$ cat config.mk
export PLATFORM = sky130hd
export DESIGN_NAME = psum_accum_flat
export DESIGN_NICKNAME = d
export VERILOG_FILES = /design/src/rtl/psum_accum_if.sv /design/src/rtl/psum_accum.sv /design/src/flat_wrapper.sv
export SDC_FILE = /design/constraint.sdc
export NUM_CORES = 1
export LEC_CHECK = 0
export ABC_AREA = 1
export CAP_MARGIN = 10
export CORE_MARGIN = 5
export CORE_UTILIZATION = 59
export DETAILED_ROUTE_END_ITERATION = 10
export GPL_TIMING_DRIVEN = 0
export PLACE_DENSITY_LB_ADDON = 0.25
export SYNTH_ARGS = -nofsm -noshare
export SYNTH_HDL_FRONTEND = slang
export SYNTH_SLANG_ARGS = --single-unit
$ cat constraint.sdc
create_clock -name clock -period 3.65 [get_ports clock]
set_clock_uncertainty 0.2 [all_clocks]
set_input_delay 0.73 -clock clock [delete_from_list [all_inputs] [get_ports clock]]
set_output_delay 0.73 -clock clock [all_outputs]
set_load 0.01 [all_outputs]
$ cat src/rtl/psum_accum_if.sv
// Stream bundle around the partial-sum accumulator: psum beats in, saturated group sums out.
// The slave modport faces the accumulator and the master modport faces the surrounding logic.
interface psum_accum_if #(
  parameter int IN_W  = 32,
  parameter int LEN_W = 8,
  parameter int OUT_W = 32
);
  logic             clear;
  logic [LEN_W-1:0] cfg_len;
  logic [IN_W-1:0]  psum_in;
  logic             psum_valid;
  logic             psum_ready;
  logic [OUT_W-1:0] out_data;
  logic             out_sat;
  logic             out_valid;
  logic             out_ready;

  modport slave (
    input  clear, cfg_len, psum_in, psum_valid, out_ready,
    output psum_ready, out_data, out_sat, out_valid
  );

  modport master (
    output clear, cfg_len, psum_in, psum_valid, out_ready,
    input  psum_ready, out_data, out_sat, out_valid
  );
endinterface

$ cat src/rtl/psum_accum.sv
// Sums a programmable number of consecutive signed partial sums into one saturated result,
// with a valid/ready output that back-pressures only the beat which would close a group.
module psum_accum #(
  parameter int IN_W  = 32,
  parameter int LEN_W = 8,
  parameter int ACC_W = 40,
  parameter int OUT_W = 32
) (
  input logic           clock,
  input logic           rst_n,
  psum_accum_if.slave   bus
);

  typedef enum logic {IDLE, RUN} state_t;

  localparam logic signed [ACC_W-1:0] SAT_MAX = {{(ACC_W-OUT_W+1){1'b0}}, {(OUT_W-1){1'b1}}};
  localparam logic signed [ACC_W-1:0] SAT_MIN = {{(ACC_W-OUT_W+1){1'b1}}, {(OUT_W-1){1'b0}}};

  state_t                   state;
  logic signed [ACC_W-1:0]  acc;
  logic [LEN_W-1:0]         cnt;
  logic [LEN_W-1:0]         len_q;
  logic [OUT_W-1:0]         out_data_q;
  logic                     out_sat_q;
  logic                     out_valid_q;

  logic [LEN_W-1:0]         eff_len;
  logic                     last;
  logic                     ready;
  logic                     accept;
  logic signed [ACC_W-1:0]  psum_ext;
  logic signed [ACC_W-1:0]  sum;
  logic                     over;
  logic                     under;
  logic [OUT_W-1:0]         sat_val;

  always_comb begin
    eff_len  = (bus.cfg_len == '0) ? LEN_W'(1) : bus.cfg_len;
    last     = (state == IDLE) ? (eff_len == LEN_W'(1)) : (cnt == len_q - LEN_W'(1));
    // Only a group-closing beat has to wait for the previous result to drain.
    ready    = ~(out_valid_q & ~bus.out_ready) | ~last;
    accept   = bus.psum_valid & ready;
    psum_ext = {{(ACC_W-IN_W){bus.psum_in[IN_W-1]}}, bus.psum_in};
    sum      = ((state == IDLE) ? '0 : acc) + psum_ext;
    over     = sum > SAT_MAX;
    under    = sum < SAT_MIN;
    if (over)
      sat_val = SAT_MAX[OUT_W-1:0];
    else if (under)
      sat_val = SAT_MIN[OUT_W-1:0];
    else
      sat_val = sum[OUT_W-1:0];
  end

  always_ff @(posedge clock or negedge rst_n) begin
    if (!rst_n) begin
      state       <= IDLE;
      acc         <= '0;
      cnt         <= '0;
      len_q       <= '0;
      out_data_q  <= '0;
      out_sat_q   <= 1'b0;
      out_valid_q <= 1'b0;
    end else if (bus.clear) begin
      state       <= IDLE;
      acc         <= '0;
      cnt         <= '0;
      out_valid_q <= 1'b0;
      out_sat_q   <= 1'b0;
    end else begin
      if (out_valid_q && bus.out_ready)
        out_valid_q <= 1'b0;
      // A closing beat overrides the drain above so back-to-back results have no bubble.
      if (accept) begin
        if (last) begin
          out_data_q  <= sat_val;
          out_sat_q   <= over | under;
          out_valid_q <= 1'b1;
          acc         <= '0;
          cnt         <= '0;
          state       <= IDLE;
        end else if (state == IDLE) begin
          len_q <= eff_len;
          acc   <= psum_ext;
          cnt   <= LEN_W'(1);
          state <= RUN;
        end else begin
          acc <= sum;
          cnt <= cnt + LEN_W'(1);
        end
      end
    end
  end

  assign bus.psum_ready = ready;
  assign bus.out_data   = out_data_q;
  assign bus.out_sat    = out_sat_q;
  assign bus.out_valid  = out_valid_q;

endmodule
$ cat src/flat_wrapper.sv
// flat-port wrapper written by rule: the top's interface ports become plain ports
module psum_accum_flat 
#(
  parameter int IN_W  = 32,
  parameter int LEN_W = 8,
  parameter int ACC_W = 40,
  parameter int OUT_W = 32
)
  (clock, rst_n, bus_clear, bus_cfg_len, bus_psum_in, bus_psum_valid, bus_out_ready, bus_psum_ready, bus_out_data, bus_out_sat, bus_out_valid);
  psum_accum_if #(.IN_W(IN_W), .LEN_W(LEN_W), .OUT_W(OUT_W)) bus_i ();
  input logic clock;
  input logic rst_n;
  input wire logic [$bits(bus_i.clear)-1:0] bus_clear;
  input wire logic [$bits(bus_i.cfg_len)-1:0] bus_cfg_len;
  input wire logic [$bits(bus_i.psum_in)-1:0] bus_psum_in;
  input wire logic [$bits(bus_i.psum_valid)-1:0] bus_psum_valid;
  input wire logic [$bits(bus_i.out_ready)-1:0] bus_out_ready;
  output wire logic [$bits(bus_i.psum_ready)-1:0] bus_psum_ready;
  output wire logic [$bits(bus_i.out_data)-1:0] bus_out_data;
  output wire logic [$bits(bus_i.out_sat)-1:0] bus_out_sat;
  output wire logic [$bits(bus_i.out_valid)-1:0] bus_out_valid;
  assign bus_i.clear = bus_clear;
  assign bus_i.cfg_len = bus_cfg_len;
  assign bus_i.psum_in = bus_psum_in;
  assign bus_i.psum_valid = bus_psum_valid;
  assign bus_i.out_ready = bus_out_ready;
  assign bus_psum_ready = bus_i.psum_ready;
  assign bus_out_data = bus_i.out_data;
  assign bus_out_sat = bus_i.out_sat;
  assign bus_out_valid = bus_i.out_valid;
  psum_accum #(.IN_W(IN_W), .LEN_W(LEN_W), .ACC_W(ACC_W), .OUT_W(OUT_W)) u_core (.clock(clock), .rst_n(rst_n), .bus(bus_i));
endmodule
==> results.md <==
- VDD sags by at most 0.299 mV.
- Wires add up to 22100 um.
- After global routing the overflow that remains totals 0.
- Averaged over all synthesized cells, the footprint is 6.41 sq um.
- The number of vias after detailed routing is ~8000.
- The cell area that synthesis handed to floorplanning was 7880 sq um.
- The sequential cells in the finished layout cover a total of ~2300 sq um.
- The number of input and output port buffers inserted is 79.
- The analysis attributes to cell leakage a power of 0.00536 uW.
- For the worst setup path, the data required time is 3.70 ns.
- The first detailed-routing pass took 5 iterations.
- Entering global routing, the biggest net connects 71 pins.
- The number of antenna cells inserted is 0.
- The total number of yosys warnings is 0.
- The setup path with the least slack is of type in2reg.
- The clock transition at the registers of the reported paths is 0.08 ns.
- The wire length on met1 is 10200 um.
- Ranked by total cell area, the synthesized netlist is headed by sky130_fd_sc_hd__dfrtp_1 29%, sky130_fd_sc_hd__nand2_1 19%, sky130_fd_sc_hd__inv_1 11%.
- The relative max-transition margin is between 50% and 60%.
- The run finished with clean final reports.
- The kind of start point of the critical path is an input port.
- During I/O placement, the number of pins put on the boundary was 80.
- Clock latency on the worst-skew pair, taken at its later pin, is about 0.36 ns.
- The final count of hold timing violations is 0.
- For this run, the slowest stage of the critical path takes 0.47 ns.
- The setup total negative slack is 0 ns.
- With fillers left out, the area of the finished cells amounts to about 9700 sq um.
- The number of nets produced by synthesis is 1316.
- The tree built by TritonCTS fans out to 91 sinks.
- The number of design rule violations left after detail routing is 0.
- The fill cell total of the finished layout is 1077.
- The initial core utilization is about three fifths.
- Synthesis handed over a netlist of 1229 instances.
- The power per standard cell area is between 300 and 400 nW/um^2.
- The part of the cycle the worst path needs is 98.5%.
- The maximum frequency from static timing analysis is 278 MHz.
- After layout, the minimum clock period comes to between 3 and 4 ns.
- The tree is rooted in a sky130_fd_sc_hd__clkbuf_16.
- The register bit total from synthesis is between 90 and 100.
- The die outline width is 126 um.
- The die covers between 15000 and 20000 sq um.
- The number of buffer and inverter instances along the worst setup path is 3.
- STA classifies the critical path endpoint as a register.
- The total design power is ~3300 uW.
- Traced cell by cell, the critical path runs through clkdlybuf4s50_1 -> ha_2 -> fa_2 -> nand3_1 -> nand3_2 -> nand2_1 -> nand2_2 -> nand2_1 -> nand2_2 -> nand2_2 -> nand3_1 -> nand2_1 -> nand3_1 -> nor2_2 -> nand2_2 -> a21oi_4 -> buf_12 -> bufbuf_16 -> a21oi_2.
- Data on the critical path arrives at its endpoint at roughly 3.6 ns.
- The worst path setup slack after routing is 0.0544 ns.
- For this run, the total global-route usage over all layers was measured as 27.6%.
- The number of slew-limit violations in the final report came to 0.
- The maximum fanout count along the critical path is 5.
- The congestion estimate from routability-driven global placement came to 0.967.
- The post-synthesis cell type with the largest combined area is sky130_fd_sc_hd__dfrtp_1.
- Among all cell types in the netlist, the one instantiated most often is sky130_fd_sc_hd__nand2_1.
- The area of placed instances is 8910 sq um.
- The number of flops mapped to enable cells by yosys is 0.
- The initialized floorplan defines 42 standard-cell rows.
- The global-route wire length before repair is 35700 um.
- The growth of design area from synthesis to finish is 23.0%.
- Counting along the longest clock path gives a buffer depth of 2.
- Detailed routing placed a total of roughly 1600 um of wire on met3.
- The core region is about 13000 sq um.
- The post-place setup slack is -0.464 ns.
- The post-synthesis async set-or-reset flop share is 100%.
- The area used by multi-input combinational logic is approximately 4800 sq um.
- By count the netlist is led by 407 x sky130_fd_sc_hd__nand2_1, 231 x sky130_fd_sc_hd__inv_1, 99 x sky130_fd_sc_hd__nor2_1.
- The die is roughly 130 um tall.
- The post-route netlist has 13.7% of its cells at a drive strength greater than 1.
- The largest individual stage delay along the critical path comes from the cell sky130_fd_sc_hd__clkdlybuf4s50_1.
- The total half-perimeter wirelength after legalization and detailed placement is 16700 um.
- The deepest level of the CTS H-tree is 3.
- The routed wire length per instance is approximately 15 um.
- The cell repeated most along the worst path is sky130_fd_sc_hd__nand2_2.
- The total number of nets in the final design is 1417.
- The max-capacitance violation count is 0.
- The total met2 wirelength after detailed routing is 9820 um.
- The number of endpoints failing setup at the final stage is 0.
- At the pin with the least slew margin, the transition time is 0.622 ns.
- The via count of the first global-routing pass is roughly 7300.
- For this run, the leading register cell type out of synthesis is sky130_fd_sc_hd__dfrtp_1.
- The path class of the tightest hold or removal check is in2async.
- The initial detailed-routing violation count is just over 700.
- Buffers inserted during clock tree synthesis total 9.
- The count of different cell masters after synthesis is 46.
- The proportion of netlist area held by the largest area contributor is 28.9%.
- The largest delay contributor family on the critical path is simple AND/OR/NAND/NOR gates.
- In the routed layout, each cell is associated on average with a via count of 5.28.
- The portion of the post-synthesis area used by sequential elements is between 20 and 30%.
- The TritonCTS clock tree is yes.
- The number of nets with antenna violations after detailed routing is 0.
- The initial antenna violation count is 0.
- Signal routing reaches up to met4.
-- stage by stage --
step	std cells	util (%)	hold slack, ns
2_1_floorplan	1229	-	0.234
3_3_place_gp	1484	67.4	0.266
3_5_place_dp	1485	67.6	0.264
4_1_cts	1505	71.2	0.0672
5_1_grt	1511	73.5	0.0825
6_report	1511	73.5	0.0523
-- flip-flops by register name, summed over array words and instances, names as in the netlist --
signal / flops
u_core.state: 1
u_core.bus.out_valid: 1
u_core.acc: 40
u_core.cnt: 8
u_core.bus.out_data: 32
u_core.len_q: 8
u_core.bus.out_sat: 1
-- worst paths after layout --
path / depth (start not counted) / endpoint / slack [ns] / from
min reg2reg: 2 / u_core.bus.out_sat$_DFFE_PN0P_ / 0.28 / u_core.bus.out_sat$_DFFE_PN0P_
min: 1 / u_core.acc[12]$_DFFE_PN0P_ / 0.05 / rst_n
max in group asynchronous: 2 / u_core.state$_DFFE_PN0P_ / 2.54 / rst_n
max reg2reg: 22 / u_core.bus.out_data[3]$_DFFE_PN0P_ / 0.09 / u_core.state$_DFFE_PN0P_
max: 19 / u_core.bus.out_data[3]$_DFFE_PN0P_ / 0.05 / bus_psum_in[0]
min in group clock: 2 / u_core.bus.out_sat$_DFFE_PN0P_ / 0.28 / u_core.bus.out_sat$_DFFE_PN0P_
-- cells in the final DEF (no fill, tap or decap), types with 25 or more instances in the layout --
cell,Yosys,routed
sky130_fd_sc_hd__o21ai_0,64,63
sky130_fd_sc_hd__clkdlybuf4s50_1,0,76
sky130_fd_sc_hd__a21oi_2,31,39
sky130_fd_sc_hd__a21oi_1,35,27
sky130_fd_sc_hd__xor2_1,32,32
sky130_fd_sc_hd__nand2_1,407,381
sky130_fd_sc_hd__nand3_1,36,36
sky130_fd_sc_hd__dfrtp_1,91,91
sky130_fd_sc_hd__o21ai_1,28,29
sky130_fd_sc_hd__inv_1,231,231
sky130_fd_sc_hd__ha_1,41,25
sky130_fd_sc_hd__nor2_1,99,88
sky130_fd_sc_hd__nand2_2,20,43
-- per-layer routing --
metal,vias up,global-route usage [%]
li1,3975,-
met1,3668,39.2
met2,300,43.3
met3,42,4.35
met4,0,8.86
met5,-,0
-- where the power goes --
| group | leakage, uW | internal [uW] | switching [uW] |
|---|---|---|---|
| Combinational | 0.00411 | 396 | 602 |
| Sequential | 0.00108 | 1100 | 60.2 |
| Clock | 0.000175 | 698 | 448 |
| Total | 0.00536 | 2200 | 1110 |
-- repair_timing --
action,4_1_cts,5_1_grt
resized for setup,19,74
hold buffers,0,0
pin swaps,2,6
buffers inserted,3,6
setup endpoints to repair,32,33
gates cloned,1,0
-- final cells by class --
| cell class | count | share of cell area [%] |
|---|---|---|
| multi-input combinational | 874 | 49.6 |
| sequential | 91 | 23.5 |
| timing repair buffer | 90 | 9.59 |
| inverter | 235 | 9.10 |
| clock buffer | 10 | 2.47 |
| tap | 176 | 2.27 |
| buffer | 29 | 2.23 |
| clock inverter | 6 | 1.23 |
-- logic make-up (layout without fill, tap and decap cells) --
family / after synthesis / count (layout) / synth area share (%)
and+or+nand+nor: 602 / 602 / 31.8
buffers and inverters: 264 / 370 / 13.4
AOI/OAI and AO/OA: 182 / 182 / 13.8
DFF: 91 / 91 / 28.9
xor gates and xnor gates: 48 / 48 / 5.34
adders and majority gates: 42 / 42 / 6.77
No activity file was read; power rests on OpenSTA's default activity.
